===== src/rtl/seg_display_pkg.sv =====
// Shared constants and helpers for the seven-segment source selector.
package seg_display_pkg;

  localparam logic [1:0] MODE_STATUS = 2'd0;
  localparam logic [1:0] MODE_COLOR  = 2'd1;
  localparam logic [1:0] MODE_FRAME  = 2'd2;
  localparam logic [1:0] MODE_AUTO   = 2'd3;

  localparam logic [3:0] NIBBLE_F = 4'hF;

  localparam int unsigned MAX_DIGITS = 16;

  // Blank pattern: every nibble F; callers slice the low 4*DIGITS bits.
  function automatic logic [4*MAX_DIGITS-1:0] reset_digits();
    return {MAX_DIGITS{NIBBLE_F}};
  endfunction

endpackage


===== src/rtl/seg_tick_divider.sv =====
// Free-running modulo-DIV counter with a one-cycle tick on its last count.
module seg_tick_divider #(
  parameter int unsigned DIV = 4
) (
  input  logic clk,
  input  logic rst,
  input  logic clr,
  output logic tick
);

  localparam int unsigned CW = (DIV > 1) ? $clog2(DIV) : 1;

  logic [CW-1:0] cnt_q, cnt_d;

  assign tick = !clr && (cnt_q == CW'(DIV - 1));

  always_comb begin
    cnt_d = cnt_q + CW'(1);
    if (clr || tick) cnt_d = '0;
  end

  always_ff @(posedge clk or posedge rst) begin
    if (rst) cnt_q <= '0;
    else     cnt_q <= cnt_d;
  end

endmodule


===== src/rtl/seg_display_mux.sv =====
// Selects status, colour, frame or auto-rotating colour for the digit scan driver;
// also checks frame parity, blinks the fault marker and counts good frames.
module seg_display_mux
  import seg_display_pkg::*;
#(
  parameter int unsigned DIGITS     = 8,
  parameter int unsigned CH_COUNT   = 4,
  parameter int unsigned CH_W       = $clog2(CH_COUNT),
  parameter int unsigned COLOR_W    = 24,
  parameter int unsigned FRAME_W    = 9,
  parameter bit          PARITY_ODD = 1'b1,
  parameter int unsigned BLINK_DIV  = 25_000_000,
  parameter int unsigned ROT_DIV    = 100_000_000
) (
  input  logic                        clk,
  input  logic                        rst,
  input  logic [1:0]                  mode,
  input  logic                        debug_clr_reg,
  input  logic                        fault,
  input  logic [CH_W-1:0]             channel,
  input  logic                        frame_valid,
  input  logic [FRAME_W-1:0]          frame,
  input  logic [CH_COUNT*COLOR_W-1:0] rgb_flat,
  input  logic [CH_COUNT*COLOR_W-1:0] cfg_flat,
  output logic [4*DIGITS-1:0]         digit,
  output logic [DIGITS-1:0]           en_dot,
  output logic [DIGITS-1:0]           en_digit,
  output logic                        frame_err,
  output logic [7:0]                  frame_cnt
);

  localparam int unsigned DW           = FRAME_W - 1;
  localparam int unsigned COLOR_NIB    = COLOR_W / 4;
  localparam int unsigned FIELD_W      = 4 * (DIGITS - 2);
  localparam int unsigned FRAME_DIGITS = (DIGITS < DW) ? DIGITS : DW;
  localparam logic [4*MAX_DIGITS-1:0] RST_ALL = reset_digits();
  localparam logic [4*DIGITS-1:0]     RST_DIGITS = RST_ALL[4*DIGITS-1:0];

  logic blink_tick, rot_tick, rot_clr;
  logic blink_q, blink_d;
  logic [CH_W-1:0] auto_ch_q, auto_ch_d;
  logic [DW-1:0] data_q, data_d;
  logic seen_q, seen_d, err_q, err_d;
  logic [7:0] cnt_q, cnt_d;
  logic frame_good;

  assign rot_clr = (mode != MODE_AUTO);

  seg_tick_divider #(.DIV(BLINK_DIV)) u_blink_div (
    .clk  (clk),
    .rst  (rst),
    .clr  (1'b0),
    .tick (blink_tick)
  );

  seg_tick_divider #(.DIV(ROT_DIV)) u_rot_div (
    .clk  (clk),
    .rst  (rst),
    .clr  (rot_clr),
    .tick (rot_tick)
  );

  assign frame_good = ((^frame) == PARITY_ODD);

  always_comb begin
    data_d = data_q;
    seen_d = seen_q;
    err_d  = err_q;
    cnt_d  = cnt_q;
    if (frame_valid) begin
      if (frame_good) begin
        data_d = frame[DW-1:0];
        seen_d = 1'b1;
        err_d  = 1'b0;
        cnt_d  = cnt_q + 8'd1;
      end else begin
        err_d = 1'b1;
      end
    end
  end

  always_comb begin
    blink_d   = blink_tick ? !blink_q : blink_q;
    auto_ch_d = auto_ch_q;
    if (rot_clr) begin
      auto_ch_d = '0;
    end else if (rot_tick) begin
      auto_ch_d = (auto_ch_q == CH_W'(CH_COUNT - 1)) ? '0 : auto_ch_q + CH_W'(1);
    end
  end

  logic [CH_W-1:0]     sel_ch;
  logic [COLOR_W-1:0]  sel_word;
  logic [FIELD_W-1:0]  field;
  logic [4*DIGITS-1:0] digit_d;
  logic [DIGITS-1:0]   en_dot_d, en_digit_d;

  always_comb begin
    sel_ch   = (mode == MODE_AUTO) ? auto_ch_q : channel;
    sel_word = '0;
    // Out-of-range channels match no entry and leave the colour field blank.
    for (int k = 0; k < CH_COUNT; k++) begin
      if (sel_ch == CH_W'(k)) begin
        sel_word = debug_clr_reg ? cfg_flat[k*COLOR_W +: COLOR_W]
                                 : rgb_flat[k*COLOR_W +: COLOR_W];
      end
    end
    field = FIELD_W'(sel_word);
  end

  always_comb begin
    digit_d    = '0;
    en_dot_d   = '0;
    en_digit_d = '0;
    case (mode)
      MODE_STATUS: begin
        digit_d[3:0]  = 4'(channel);
        en_digit_d[0] = 1'b1;
        if (fault) begin
          digit_d[4*DIGITS-4 +: 4] = NIBBLE_F;
          en_digit_d[DIGITS-1]     = blink_q;
        end
      end
      MODE_COLOR, MODE_AUTO: begin
        digit_d[3:0]            = 4'(sel_ch);
        digit_d[4*DIGITS-1:8]   = field;
        en_digit_d[0]           = 1'b1;
        for (int i = 0; i < COLOR_NIB; i++) en_digit_d[2+i] = 1'b1;
        en_dot_d[0]             = (mode == MODE_AUTO);
      end
      default: begin
        // Uses next-state frame values so a frame shows on the edge it arrives.
        if (seen_d) begin
          for (int i = 0; i < FRAME_DIGITS; i++) begin
            digit_d[4*i +: 4] = {3'b000, data_d[i]};
            en_digit_d[i]     = 1'b1;
          end
          en_dot_d[DIGITS-1] = err_d;
        end else begin
          digit_d = RST_DIGITS;
        end
      end
    endcase
  end

  always_ff @(posedge clk or posedge rst) begin
    if (rst) begin
      blink_q   <= 1'b1;
      auto_ch_q <= '0;
      data_q    <= '0;
      seen_q    <= 1'b0;
      err_q     <= 1'b0;
      cnt_q     <= '0;
      digit     <= RST_DIGITS;
      en_dot    <= '0;
      en_digit  <= '0;
    end else begin
      blink_q   <= blink_d;
      auto_ch_q <= auto_ch_d;
      data_q    <= data_d;
      seen_q    <= seen_d;
      err_q     <= err_d;
      cnt_q     <= cnt_d;
      digit     <= digit_d;
      en_dot    <= en_dot_d;
      en_digit  <= en_digit_d;
    end
  end

  assign frame_err = err_q;
  assign frame_cnt = cnt_q;

endmodule


===== config.mk =====
export PLATFORM = sky130hd
export DESIGN_NAME = seg_display_mux
export DESIGN_NICKNAME = d
export VERILOG_FILES = /design/src/rtl/seg_display_pkg.sv /design/src/rtl/seg_tick_divider.sv /design/src/rtl/seg_display_mux.sv
export SDC_FILE = /design/constraint.sdc
export NUM_CORES = 1
export LEC_CHECK = 0
export ABC_AREA = 1
export BUFFER_PORTS_ARGS = -buffer_cell sky130_fd_sc_hd__buf_4
export CAP_MARGIN = 20
export CORE_ASPECT_RATIO = 1.75
export CORE_MARGIN = 10
export CORE_UTILIZATION = 54
export DETAILED_ROUTE_END_ITERATION = 10
export PLACE_DENSITY = 0.95
export SYNTH_ARGS = -nofsm -noshare
export SYNTH_HDL_FRONTEND = slang
export SYNTH_HIERARCHICAL = 1
export SYNTH_SLANG_ARGS = --single-unit

===== constraint.sdc =====
create_clock -name clk -period 2.6 [get_ports clk]
set_input_delay 0.52 -clock clk [delete_from_list [all_inputs] [get_ports clk]]
set_output_delay 0.52 -clock clk [all_outputs]
set_load 0.02 [all_outputs]

== Yosys cells after proc, flatten, opt, wreduce, memory -nomap -nowiden ==
Cells that the tools add are included.
Widths: inputs -> output; s select.

* Bits in registers: 115
* Bits of input ports: 210
* Output and inout bits: 57

* Reduce and logical (&&, ||, !) cells: 11
* Equality and inequality tests: 9
* Multiplexer cells: 35
* Add/sub/neg operators: 4

{| class="wikitable"
|+ Operator list
! kind !! count
|-
| $mux 24 || 8
|-
| $pmux 20 s2 || 1
|-
| $mux 32 || 1
|-
| $add 27x1->27 const B || 1
|-
| $eq 27x27->1 const B || 1
|-
| $mux 27 || 1
|-
| $add 25x1->25 const B || 1
|-
| $eq 25x25->1 const B || 1
|-
| $mux 25 || 1
|-
| $mux 8 || 3
|-
| $pmux 4 s2 || 2
|-
| $mux 1 || 10
|-
| $pmux 5 s2 || 1
|-
| $reduce_xor 9->1 || 1
|-
| $add 8x1->8 const B || 1
|-
| $eq 2x2->1 const B || 4
|-
| $mux 2 || 4
|-
| $mux 4 || 2
|-
| $eq 2x1->1 const B || 2
|-
| $logic_not 2->1 || 2
|-
| $reduce_or 3->1 || 1
|-
| $add 2x1->2 const B || 1
|-
| $logic_not 1->1 || 2
|-
| $ne 2x2->1 const B || 1
|-
| 6 further kinds || 6
|}

== Depth between registers and ports, before layout ==
* Depth in word-level cells: 8
* Gate-level depth with buffers: 15
* Mapped depth without buffers: 14

== By module ==
Netlist, hierarchy kept.

{| class="wikitable"
|+ By module, submodules not included
! module !! area each (um2) !! sequential area each (um2) !! cells each !! times used
|-
| seg_display_mux || 4050.1 || 1412.6 || 561 || 1
|-
| seg_tick_divider at u_rot_div || 1602.8 || 675.6 || 232 || 1
|-
| seg_tick_divider at u_blink_div || 1482.7 || 625.6 || 208 || 1
|}

== Worst setup path after synthesis ==
Ideal clock, no wire load.

* Path type: input-to-reg
* Start point: input debug_clr_reg
* End point: register digit[29]
* Path slack: 0.898 ns
* Arrival: 1.620 ns
* Cell stages on the path: 7
* Required time: 2.518 ns
* Path buffers: 3
* Setup time: 0.082 ns
* Cells stage by stage: buf_2 buf_2 buf_1 mux2i_1 o22ai_1 o211ai_1 nand2_1

* Word-level cells in the longest chain between the ends: 6
* Elaborated cells on any way between the ends: 9

{| class="wikitable"
|+ Ends and longest elaborated chain
! element !! RTL line !! RTL
|-
| start, declared || seg_display_mux.sv:18 || <nowiki>input logic debug_clr_reg,</nowiki>
|-
| $mux 24 || seg_display_mux.sv:104 || <nowiki>sel_word = debug_clr_reg ? cfg_flat[k*COLOR_W +: COLOR_W]</nowiki>
|-
| $mux 24 (3 in series) || seg_display_mux.sv:103 || <nowiki>if (sel_ch == CH_W'(k)) begin</nowiki>
|-
| $mux 24 (*) || seg_display_mux.sv:103 ||
|-
| $pmux 4 s2 (*) || seg_display_mux.sv:115 || <nowiki>case (mode)</nowiki>
|-
| named net digit_d[29] || seg_display_mux.sv:95 || <nowiki>logic [4*DIGITS-1:0] digit_d;</nowiki>
|-
| end signal, assigned || seg_display_mux.sv:164 || <nowiki>digit <= digit_d;</nowiki>
|-
| end, declared || seg_display_mux.sv:25 || <nowiki>output logic [4*DIGITS-1:0] digit,</nowiki>
|}

Mark *: on every way through the listed nets, which the timed path passes. The rest lies on a longest branch.
A chain may end at the register's enable or synchronous reset.

== Worst setup path in the final report ==
* Start point: register u_rot_div.cnt_q[0]
* End point: register auto_ch_q[0]

* Word-level cells in the longest chain between the ends: 3

{| class="wikitable"
|+ Ends and longest elaborated chain
! element !! RTL line !! RTL
|-
| start, declared || seg_tick_divider.sv:13 || <nowiki>logic [CW-1:0] cnt_q, cnt_d;</nowiki>
|-
| start signal, assigned || seg_tick_divider.sv:24 || <nowiki>else cnt_q <= cnt_d;</nowiki>
|-
| $eq 27x27->1 || seg_tick_divider.sv:15 || <nowiki>assign tick = !clr && (cnt_q == CW'(DIV - 1));</nowiki>
|-
| $logic_and 1x1->1 || seg_tick_divider.sv:15 ||
|-
| named net rot_tick || seg_display_mux.sv:39 || <nowiki>logic blink_tick, rot_tick, rot_clr;</nowiki>
|-
| $reduce_bool 2->1 (no line) || - ||
|-
| end signal, assigned || seg_display_mux.sv:159 || <nowiki>auto_ch_q <= auto_ch_d;</nowiki>
|-
| end, declared || seg_display_mux.sv:41 || <nowiki>logic [CH_W-1:0] auto_ch_q, auto_ch_d;</nowiki>
|}

The timed path passes the listed nets, and every way through them passes these cells.

==> results.cfg <==
[run_status]
outcome = finished clean

[synth]
syn_inst = 1001
synth-edff-count = 0
seq_area_frac_synth_pct = 38.0
syn_area_um2 = 7140
ys_types = 39
ys.flop_type = dfrtp_1
syn_area_per_cell_um2 = 7.13
synthArstFlopShare_pct = 100
synth-seq-cells = 107
yosysWarnings = 6

[sta]
hold_viol_final = 0
maxSlewViolCount = 0
tns_ns = 0
max_freq_mhz = 523
rsz0062_at_grt = false
skew_ns = 0.00509
fin_crit_sh_pct = 73.5
period_needed_ns = 1.91
worst_pin_slew_ns = 0.514
slew_headroom_pct = 65.7
setup_viol = 0

[floorplanning]
core_um2 = 12900
dieHeight_um = 172
start_util_pct = 55.2
rows = 55
die_width_um = 107
ioPinCount = 267
design.die.area_um2 = 18400

[clocking]
cts_root_buf = clkbuf_16
cts.sinks = 107
cts_hold_buf = 0
clock_latency_ns = 0.35
cts-buffers-inserted = 9
htreeDepth = 3
postCtsSetupRepairBufs = 0
cts.reportedPaths.clkPinSlew_ns = 0.07
cts_buffer_depth = 2
ctsResizeCount = 0
cts_tree = built

[setup_path]
crit_arrival_ns = 2.17
critical_path.cell_chain = ha_1, nand3_2, inv_2, nand2_2, nor2_2, nand2_2, nor2_1, a21oi_1, a211oi_1
critPathSlowestCell = dfrtp_1
crit_path_start_kind = flop
critPathMostFrequentCell = nand2_2
cp.required_ns = 2.86
end_kind = flop
critPathMaxFanout = 5
critPathMaxStageDelay_ns = 0.47
worst-path-stages = 9
r2r_cells = 9
worst-path-buf-inv = 1
cp_top_family = simple AND/OR/NAND/NOR gates
worstSetupPathType = flop to flop

[placed_design]
globalplace.congestion = 0.978
hpwl_um = 21700
portBuffers = 260

[layout]
fin_nets = 1456
drive_gt1_share_pct = 29.4
nFillCells = 1061
multi_input_area_um2 = 3840
post-route-util_pct = 72.8
seqCellArea_um2 = 2710
layout_commonest_cell = buf_4
most-common-layout-cells = buf_4, nand2_1, nor2_1, dfrtp_1, inv_1
areaGrowthSynthToFinish_pct = 32.0

[power]
power_uw = 4410
ir_worst_vdd_uv = 297
power_density_nw_per_um2 = 468
power.leakage_uw = 0.00448

[global_route]
grt_antenna_before_repair = 0
grt_max_degree = 53
grt_usage_pct = 27.9
grt_pass1_wl_um = 40100
grt_pass1_vias = 8006
globalRoute.totalOverflow = 0

[drt]
first_pass_iters = 5
ant_nets = 0
drc = 0
wl_per_cell_um = 18.6
vias_per_cell = 5.41
drt_iter0_drc = 520
via_count = 7673
drt_wl_total_um = 26300

[hold_path]
hp-class = primary input to asynchronous set/reset pin

[run]
cap_violations = 0
[worst paths after layout]
path / start / to / slack [ns]
hold reg to reg: data_q[7] / data_q[7] / 0.52
min in group clk: mode[1] / digit[1] / 0.40
setup reg to reg: u_rot_div/cnt_q[0] / auto_ch_q[0] / 0.69
setup / recovery: u_rot_div/cnt_q[0] / auto_ch_q[0] / 0.69
hold / removal: rst / auto_ch_q[1] / 0.18
max in group asynchronous: rst / digit[29] / 1.80
[layer usage]
| layer | vias to the layer above | routed length [um] | global-route usage, % |
|---|---|---|---|
| met5 | - | 0 | 0 |
| met4 | 0 | 1380 | 15.3 |
| met3 | 83 | 2290 | 7.86 |
| met2 | 395 | 13700 | 49.6 |
| met1 | 3534 | 8940 | 28.7 |
| li1 | 3661 | - | - |
[area by class of cell]
type | instances | area share [%]
Clock inverter | 5 | 0.385
Tap cell | 171 | 2.27
Timing Repair Buffer | 273 | 22.2
Clock buffer | 11 | 2.47
Antenna cell | 1 | 0.0266
Sequential cell | 107 | 28.8
Multi-Input combinational cell | 775 | 40.8
Inverter | 76 | 3.06
[synthesized netlist by cell type, types with 14 or more instances]
cell type  number  area share [%]
a21oi_1        16             1.1
buf_4          14             1.5
dfrtp_1        78              27
dfstp_2        29              11
inv_1          68             3.6
mux2i_1        31             4.3
nand2_1       241              13
nand3_1        35             2.5
nor2_1        223              12
o211ai_1       19             2.0
o21ai_0        51             3.6
o21ai_1        26             1.8
xnor2_1        15             1.8
xor2_1         23             2.8
[through the flow]
step                hold slack (ns)  cells  worst slack, ns  area (um^2)
floorplan                     0.437   1008            0.785         7160
global placement              0.454   1402            0.508         9150
finish                        0.179   1419            0.690         9420
detailed placement            0.460   1402            0.450         9150
CTS                           0.182   1418            0.666         9420
global route                  0.197   1418            0.518         9420
[cell families (layout without fill, tap and decap cells)]
logic type,count (synthesis),after routing,synth area share (%)
simple gates,560,560,32.8
compound gates,134,134,10.9
buf+inv,126,365,8.47
flops,107,107,38.0
xor+xnor,38,38,4.66
mux,31,31,4.35
fa+ha+maj,4,4,0.701
other cells,1,9,0.0526
[sequential cells by signal, indices dropped and copies added, names as in the netlist, 2 cells and up]
| register | count |
|---|---|
| u_rot_div/cnt_q | 27 |
| data_q | 8 |
| digit | 28 |
| auto_ch_q | 2 |
| u_blink_div/cnt_q | 25 |
| en_digit | 4 |
| en_dot | 2 |
| frame_cnt | 8 |
[power by group]
part / switching [uW] / internal, uW
registers: 93.1 / 1830
logic: 663 / 544
clock network: 620 / 657
[worst reg2reg max path, delay by kind of cell, from the launching register on]
family | cells | cell delay (ns)
compound gates | 2 | 0.27
simple gates | 5 | 0.69
buf+inv | 1 | 0.10
flops | 1 | 0.47
fa+ha+maj | 1 | 0.29
(Power assumes the default switching activity.)
